==> src/rtl/alarme.sv <==
// Intrusion alarm: synchronized arm/sensor/ack inputs, debounced trigger FSM, saturating alarm-entry counter.
// Build option ALARME_LATCH_EN: alarm latches until acknowledged with both sensors clear.
module alarme #(
    parameter int DEBOUNCE = 4
) (
    input  logic       clk,
    input  logic       rst_n,
    input  logic       A,
    input  logic       B,
    input  logic       C,
    input  logic       ACK,
    output logic       Y,
    output logic [7:0] ALM_CNT
);

    typedef enum logic [1:0] {IDLE, ARMED, PENDING, ALARM} state_t;

    localparam logic [7:0] DEB_LAST = 8'(DEBOUNCE);

    logic [3:0] pins;
    logic [3:0] sync_meta_reg;
    logic [3:0] sync_s_reg;
    logic       a_s, b_s, c_s, ack_s;
    logic       cond;
    logic       exit_alarm;

    state_t     state_reg, state_next;
    logic [7:0] cnt_reg, cnt_next;
    logic       y_reg;
    logic [7:0] alm_cnt_reg;
    logic       alarm_entry;

    assign pins = {A, B, C, ACK};

    always_ff @(posedge clk or negedge rst_n) begin
        if (!rst_n) begin
            sync_meta_reg <= '0;
            sync_s_reg    <= '0;
        end else begin
            sync_meta_reg <= pins;
            sync_s_reg    <= sync_meta_reg;
        end
    end

    assign {a_s, b_s, c_s, ack_s} = sync_s_reg;
    assign cond = a_s & (b_s | c_s);

`ifdef ALARME_LATCH_EN
    // An acknowledge only counts once both sensors have gone quiet.
    assign exit_alarm = ack_s & ~b_s & ~c_s;
`else
    assign exit_alarm = ~cond;
`endif

    always_comb begin
        state_next = state_reg;
        cnt_next   = cnt_reg;
        case (state_reg)
            IDLE: begin
                cnt_next = '0;
                if (a_s) state_next = ARMED;
            end
            ARMED: begin
                cnt_next = '0;
                if (!a_s) begin
                    state_next = IDLE;
                end else if (cond) begin
                    state_next = PENDING;
                    cnt_next   = 8'd1;
                end
            end
            PENDING: begin
                if (!a_s) begin
                    state_next = IDLE;
                    cnt_next   = '0;
                end else if (!cond) begin
                    state_next = ARMED;
                    cnt_next   = '0;
                end else if (cnt_reg == DEB_LAST) begin
                    state_next = ALARM;
                    cnt_next   = '0;
                end else begin
                    cnt_next = cnt_reg + 8'd1;
                end
            end
            ALARM: begin
                cnt_next = '0;
                // Disarm takes priority over every other exit.
                if (!a_s) begin
                    state_next = IDLE;
                end else if (exit_alarm) begin
                    state_next = ARMED;
                end
            end
            default: begin
                state_next = IDLE;
                cnt_next   = '0;
            end
        endcase
    end

    assign alarm_entry = (state_next == ALARM) && (state_reg != ALARM);

    always_ff @(posedge clk or negedge rst_n) begin
        if (!rst_n) begin
            state_reg   <= IDLE;
            cnt_reg     <= '0;
            y_reg       <= 1'b0;
            alm_cnt_reg <= '0;
        end else begin
            state_reg <= state_next;
            cnt_reg   <= cnt_next;
            y_reg     <= (state_next == ALARM);
            if (alarm_entry && (alm_cnt_reg != 8'hFF)) begin
                alm_cnt_reg <= alm_cnt_reg + 8'd1;
            end
        end
    end

    assign Y       = y_reg;
    assign ALM_CNT = alm_cnt_reg;

endmodule

==> config.mk <==
export PLATFORM = sky130hd
export DESIGN_NAME = alarme
export DESIGN_NICKNAME = d
export VERILOG_FILES = /design/src/rtl/alarme.sv
export SDC_FILE = /design/constraint.sdc
export NUM_CORES = 1
export LEC_CHECK = 0
export CAP_MARGIN = 20
export CORE_AREA = 2 2 52 54
export CTS_CLUSTER_SIZE = 20
export DETAILED_ROUTE_END_ITERATION = 6
export DIE_AREA = 0 0 54 56
export GPL_TIMING_DRIVEN = 0
export HOLD_SLACK_MARGIN = 0.02
export PLACE_DENSITY_LB_ADDON = 0.12
export SYNTH_ARGS = -nofsm -noshare
export SYNTH_HDL_FRONTEND = slang
export SYNTH_SLANG_ARGS = --single-unit
==> constraint.sdc <==
create_clock -name clk -period 2.5 [get_ports clk]
set_input_delay 0.625 -clock clk [delete_from_list [all_inputs] [get_ports clk]]
set_output_delay 0.625 -clock clk [all_outputs]
set_load 0.1 [all_outputs]
==> impl_metrics.py, run 1 <==
metrics = {
    "drt": {
        "finalWirelength_um": 1660,
        "remaining_drc_errors": 0,
        "firstDrtPassIters": 3,
        "drt-initial-drc-count": 4,
        "num_vias": 700,
        "drtAntennaViolNets": 0,
        "avgRoutedWirePerCell_um": 12.30,
        "via_per_inst": 5.185,
    },
    "die": {
        "rows": 18,
        "die_y_um": 56,
        "initial_utilization": 0.4419,
        "die-width_um": 54,
        "core_mm2": 0.002432,
        "dieArea_mm2": 0.003024,
        "ioPinCount": 15,
    },
    "cells_and_area": {
        "instances_no_fill": 135,
        "num-fill-cells": 228,
        "nNetsFinal": 115,
        "final_common_cell": "dfrtp_1",
        "layout-area-overhead-vs-synth_pct": 19.79,
        "antenna-diode-count": 0,
        "utilization": 0.5293,
        "drive_gt1_frac": 0.1238,
        "mostFrequentLayoutCells": "25 x dfrtp_1, 10 x xnor2_1, 9 x nor2_1, 8 x dlygate4sd2_1, 6 x nand3_1",
    },
    "synthesis": {
        "mappedNetlistArea_mm2": 0.001075,
        "synth_ff_type": "dfrtp_1",
        "synth-edff-count": 0,
        "synth_area_leaders": "dfrtp_1 58%, xnor2_1 8.1%, ha_1 3.5%",
        "syn_inst": 87,
        "yosysUniqueCellTypes": 25,
        "synth_nets": 96,
        "synth_async_sr_flop_share": 1.000,
        "yosysWarnings": 0,
        "synth_seq_area_share": 0.5821,
        "yosysTopAreaCell": "dfrtp_1",
        "ys_seq_elements": 25,
        "syn-mean-instance-area_um2": 12.35,
        "yosysTopAreaCellShare": 0.5821,
    },
    "critical_path": {
        "cp_top_family": "buffers and inverters",
        "path_max_fanout": 1,
        "critPathRequiredTime_ns": 1.88,
        "crit_type": "flop to output port",
        "startpoint_type": "flop",
        "timing.critical_path.slowest_cell_delay_ns": 1.12,
        "path_cells": "clkdlybuf4s50_1",
        "crit_buf_inv": 1,
        "crit_arrival_ns": 1.77,
        "crit_path_end_kind": "output port",
        "critPathSlowestCell": "clkdlybuf4s50_1",
    },
    "sta": {
        "hold_viol_final": 0,
        "finalClockSkew_ns": 0.004510,
        "slew_violations": 0,
        "period_needed_ns": 2.392,
        "rsz0062_at_grt": "no",
        "max_slew.worst_pin.slew_ns": 0.9583,
        "slew_headroom": 0.3591,
        "max_freq_ghz": 0.4180,
        "fin_tns_setup_ns": 0,
        "setup-violations-final": 0,
        "finalCritPeriodShare": 0.9569,
    },
    "clocking": {
        "ctsHoldBuffers": 0,
        "max-clock-path-buffers": 2,
        "tritoncts": "yes",
        "h-tree-depth": 1,
        "cts_sinks": 25,
        "postCtsSetupRepairBufs": 0,
        "cts_repair_resize_count": 8,
        "clock_latency_ns": 0.31,
        "cts_inserted_buffers": 3,
        "path_clk_slew_ns": 0.13,
        "root_buffer": "clkbuf_4",
    },
    "place": {
        "place_inst": 131,
        "io_buffers": 13,
        "gp_congestion": 0.6768,
        "dp_hpwl_um": 1256,
    },
    "power": {
        "leakage_nw": 0.5888,
        "ir_drop_mv": 0.3739,
        "total_power_mw": 0.6332,
        "internal_power_mw": 0.4911,
        "power_density_mw_per_mm2": 491.8,
        "pwr-share-seq": 0.668,
        "combinationalPowerShare": 0.059,
        "clkPwrFrac": 0.273,
        "switching_share": 0.2245,
        "p_sw_mw": 0.1421,
    },
    "global_routing": {
        "top_usage_layer": "met2",
        "use_met1": 0.1896,
        "grt_pass1_vias": 667,
        "grtUsageMet3": 0.03226,
        "antenna_found_initial": 0,
        "grt_remaining_overflow": 0,
        "grt_pass1_wl_um": 3015,
        "grt_usage": 0.1363,
        "grt_max_degree": 17,
        "grt_use_met2": 0.1969,
    },
    "status": {
        "outcome": "finished clean",
    },
    "worst_hold_path": {
        "hold_class": "flop to flop",
    },
    "job": {
        "cap_viol_max_count": 0,
    },
}
[synth_stat cells (2+ instances only)]
library cell / instances
xnor2_1: 10
ha_1: 3
and4_1: 3
inv_1: 5
nand3_1: 6
nand4_1: 4
dfrtp_1: 25
nand2_1: 2
nor2_1: 9
and3_1: 3
xor2_1: 3
[through the flow]
step / hold WS [ns] / instance area [µm²] / setup WS (ns)
after floorplan: 0.3294 / 1075 / 0.4209
after global placement: 0.3361 / 1242 / 0.2878
after detailed placement: 0.3347 / 1270 / 0.2616
after CTS: 0.3670 / 1287 / 0.08231
after global routing: 0.3726 / 1287 / 0.05582
final: 0.3636 / 1287 / 0.1076
[cell type report]
| cell class | instances | area [µm²] | area share |
|---|---|---|---|
| clock buffers | 3 | 22.52 | 0.01749 |
| repair buffers | 14 | 147.6 | 0.1147 |
| flip-flops and latches | 25 | 625.6 | 0.4859 |
| well taps | 30 | 37.54 | 0.02915 |
| inverters | 5 | 18.77 | 0.01458 |
| plain buffers | 1 | 5.005 | 0.003887 |
| multi-input cells | 56 | 425.4 | 0.3304 |
| clock inverters | 1 | 5.005 | 0.003887 |
[per-layer routing]
metal / vias up / wire length, µm
li1: 347 / -
met1: 341 / 810
met2: 10 / 764
met3: 2 / 66
met4: 0 / 18
met5: - / 0
[logic make-up after synthesis]
kind of cell	Yosys count	share of synthesized area
AO/OA/AOI/OAI	5	0.04308
XOR/XNOR	13	0.1059
adder cells (fa/ha/maj)	3	0.03493
buffers and inverters	6	0.02212
flip-flops	25	0.5821
multiplexers	1	0.01397
AND/OR/NAND/NOR	34	0.1979
[power by group through the flow]
stage	Sequential, mW	Combinational (mW)	Clock [mW]
4_1_cts	0.423	0.0388	0.189
2_1_floorplan	0.432	0.0130	0
5_1_grt	0.425	0.0421	0.205
3_3_place_gp	0.431	0.0322	0
3_5_place_dp	0.431	0.0384	0
6_report	0.423	0.0374	0.173
[final timing paths]
path | from | end | slack, ns | cells past startpoint
max in group asynchronous | rst_n | cnt_reg[0] | 1.40 | 2
worst min register to register | sync_meta_reg[1] | sync_s_reg[1] | 0.36 | 0
worst max-delay path | Y | Y | 0.11 | 1
worst max register to register | cnt_reg[4] | ALM_CNT[1] | 0.57 | 4
min in group asynchronous | rst_n | ALM_CNT[5] | 0.64 | 1
worst min-delay path | sync_meta_reg[1] | sync_s_reg[1] | 0.36 | 0
(Power assumes the default switching activity.)
==> inputs of run 2 (changes only) <==
--- a/config.mk
+++ b/config.mk
@@ -6,10 +6,10 @@
 export NUM_CORES = 1
 export LEC_CHECK = 0
 export CAP_MARGIN = 20
-export CORE_AREA = 2 2 52 54
+export CORE_AREA = 2 2 49 51
 export CTS_CLUSTER_SIZE = 20
 export DETAILED_ROUTE_END_ITERATION = 6
-export DIE_AREA = 0 0 54 56
+export DIE_AREA = 0 0 51 53
 export GPL_TIMING_DRIVEN = 0
 export HOLD_SLACK_MARGIN = 0.02
 export PLACE_DENSITY_LB_ADDON = 0.12
==> run 2 against run 1 <==
  * Sequential cell count unchanged
  * Routed wire length increased by 2.0%
  * Worst setup slack got worse by 0.012 ns
  * Design area about the same
==> impl_metrics.py, run 2 (synthesis gave the netlist of run 1 again) <==
metrics = {
    "critical_path": {
        "startpoint_type": "flop",
        "crit_buf_inv": 1,
        "critPathSlowestCell": "clkdlybuf4s50_1",
        "path_cells": "clkdlybuf4s50_1",
        "timing.critical_path.slowest_cell_delay_ns": 1.13,
        "crit_arrival_ns": 1.78,
        "crit_path_end_kind": "output port",
        "critPathRequiredTime_ns": 1.88,
        "cp_top_family": "buffers and inverters",
        "crit_type": "flop to output port",
        "path_max_fanout": 1,
    },
    "sta": {
        "fin_tns_setup_ns": 0,
        "finalCritPeriodShare": 0.9617,
        "finalClockSkew_ns": 0.005141,
        "slew_violations": 0,
        "hold_viol_final": 0,
        "setup-violations-final": 0,
        "slew_headroom": 0.3503,
        "rsz0062_at_grt": "no",
        "period_needed_ns": 2.404,
        "max_slew.worst_pin.slew_ns": 0.9715,
        "max_freq_ghz": 0.4159,
    },
    "cells_and_area": {
        "mostFrequentLayoutCells": "25 x dfrtp_1, 10 x xnor2_1, 9 x nor2_1, 7 x dlygate4sd2_1, 6 x nand3_1",
        "final_common_cell": "dfrtp_1",
        "layout-area-overhead-vs-synth_pct": 19.91,
        "utilization": 0.5999,
        "final_area_mm2": 0.001289,
        "nNetsFinal": 115,
        "antenna-diode-count": 0,
        "drive_gt1_frac": 0.1238,
        "instances_no_fill": 133,
    },
    "place": {
        "place_inst": 128,
        "dp_hpwl_um": 1207,
        "placed_area_mm2": 0.001240,
        "gp_congestion": 0.7399,
        "io_buffers": 13,
    },
    "die": {
        "die-width_um": 51,
        "rows": 17,
        "ioPinCount": 15,
        "die_y_um": 53,
        "core_mm2": 0.002148,
        "initial_utilization": 0.5003,
        "dieArea_mm2": 0.002703,
    },
    "drt": {
        "via_per_inst": 5.203,
        "avgRoutedWirePerCell_um": 12.73,
        "drt-initial-drc-count": 5,
        "firstDrtPassIters": 4,
        "drtAntennaViolNets": 0,
        "num_vias": 692,
        "remaining_drc_errors": 0,
        "finalWirelength_um": 1693,
    },
    "power": {
        "leakage_nw": 0.6027,
        "power_density_mw_per_mm2": 492.3,
        "ir_drop_mv": 0.3503,
    },
    "global_routing": {
        "grt_pass1_vias": 736,
        "antenna_found_initial": 0,
        "grt_pass1_wl_um": 3139,
        "grt_usage": 0.1583,
        "grt_max_degree": 26,
        "grt_remaining_overflow": 0,
    },
    "clocking": {
        "clock_latency_ns": 0.31,
        "ctsHoldBuffers": 0,
        "h-tree-depth": 1,
        "path_clk_slew_ns": 0.13,
        "cts_sinks": 25,
        "cts_inserted_buffers": 3,
        "root_buffer": "clkbuf_4",
        "tritoncts": "yes",
        "max-clock-path-buffers": 2,
        "postCtsSetupRepairBufs": 0,
    },
    "status": {
        "outcome": "finished clean",
    },
    "job": {
        "cap_viol_max_count": 0,
    },
    "worst_hold_path": {
        "hold_class": "flop to flop",
    },
}
run 2: cell types whose count changed in the layout (fill, tap and decap cells not counted):
cell            before  now
dlymetal6s2s_1       0    1
dlygate4sd2_1        8    7
run 2: repair_timing:
item / CTS / global route
gates resized for setup: 7 / 1
endpoints found under the setup margin: 7 / 1
pin swaps: 0 / 0
run 2: worst paths after layout:
check,start,end,slack (ns),cells after the start
max,Y,Y,0.1,1
min,sync_meta_reg[3],sync_s_reg[3],0.37,0
max reg2reg,cnt_reg[4],ALM_CNT[1],0.54,4
min reg2reg,sync_meta_reg[3],sync_s_reg[3],0.37,0
max in group asynchronous,rst_n,ALM_CNT[1],1.54,2
min in group asynchronous,rst_n,cnt_reg[7],0.56,1
run 2: power breakdown:
part           leakage [nW]  total [mW]  switching (mW)  internal [mW]
clock                0.0177       0.174           0.114         0.0597
combinational         0.253      0.0372          0.0196         0.0175
sequential            0.332       0.424         0.00993          0.414
run 2: worst reg2reg max path, stage by stage (launching register included):
cell	delay, ns
dfrtp_1	0.45
or4_4	0.59
nor4_4	0.36
nand2_2	0.13
mux2_4	0.31
run 2: metrics by stage:
step / setup WS (ns) / hold slack (ns) / total power, mW
after floorplan: 0.4209 / 0.3294 / 0.4447
after global placement: 0.2835 / 0.3361 / 0.4625
after detailed placement: 0.2656 / 0.3403 / 0.4645
after CTS: 0.004675 / 0.3706 / 0.6395
after global routing: 0.04246 / 0.3744 / 0.6663
final: 0.09563 / 0.3691 / 0.6345
run 2: final cells by class:
type / count / area, µm²
timing repair buffer: 14 / 151.4
multi-input combinational: 56 / 425.4
buffer: 1 / 5.005
inverter: 5 / 18.77
tap: 28 / 35.03
fill: 184 / 859.6
sequential: 25 / 625.6
clock inverter: 1 / 5.005
clock buffer: 3 / 22.52
run 2: metal layers:
layer,GRT usage,routed length [µm],part of all wire,vias up
met3,0.03672,55,0.032,2
met5,0,0,0,-
met2,0.2597,802,0.47,10
met1,0.2007,823,0.49,339
li1,-,-,-,341
met4,0.06757,10,0.0059,0
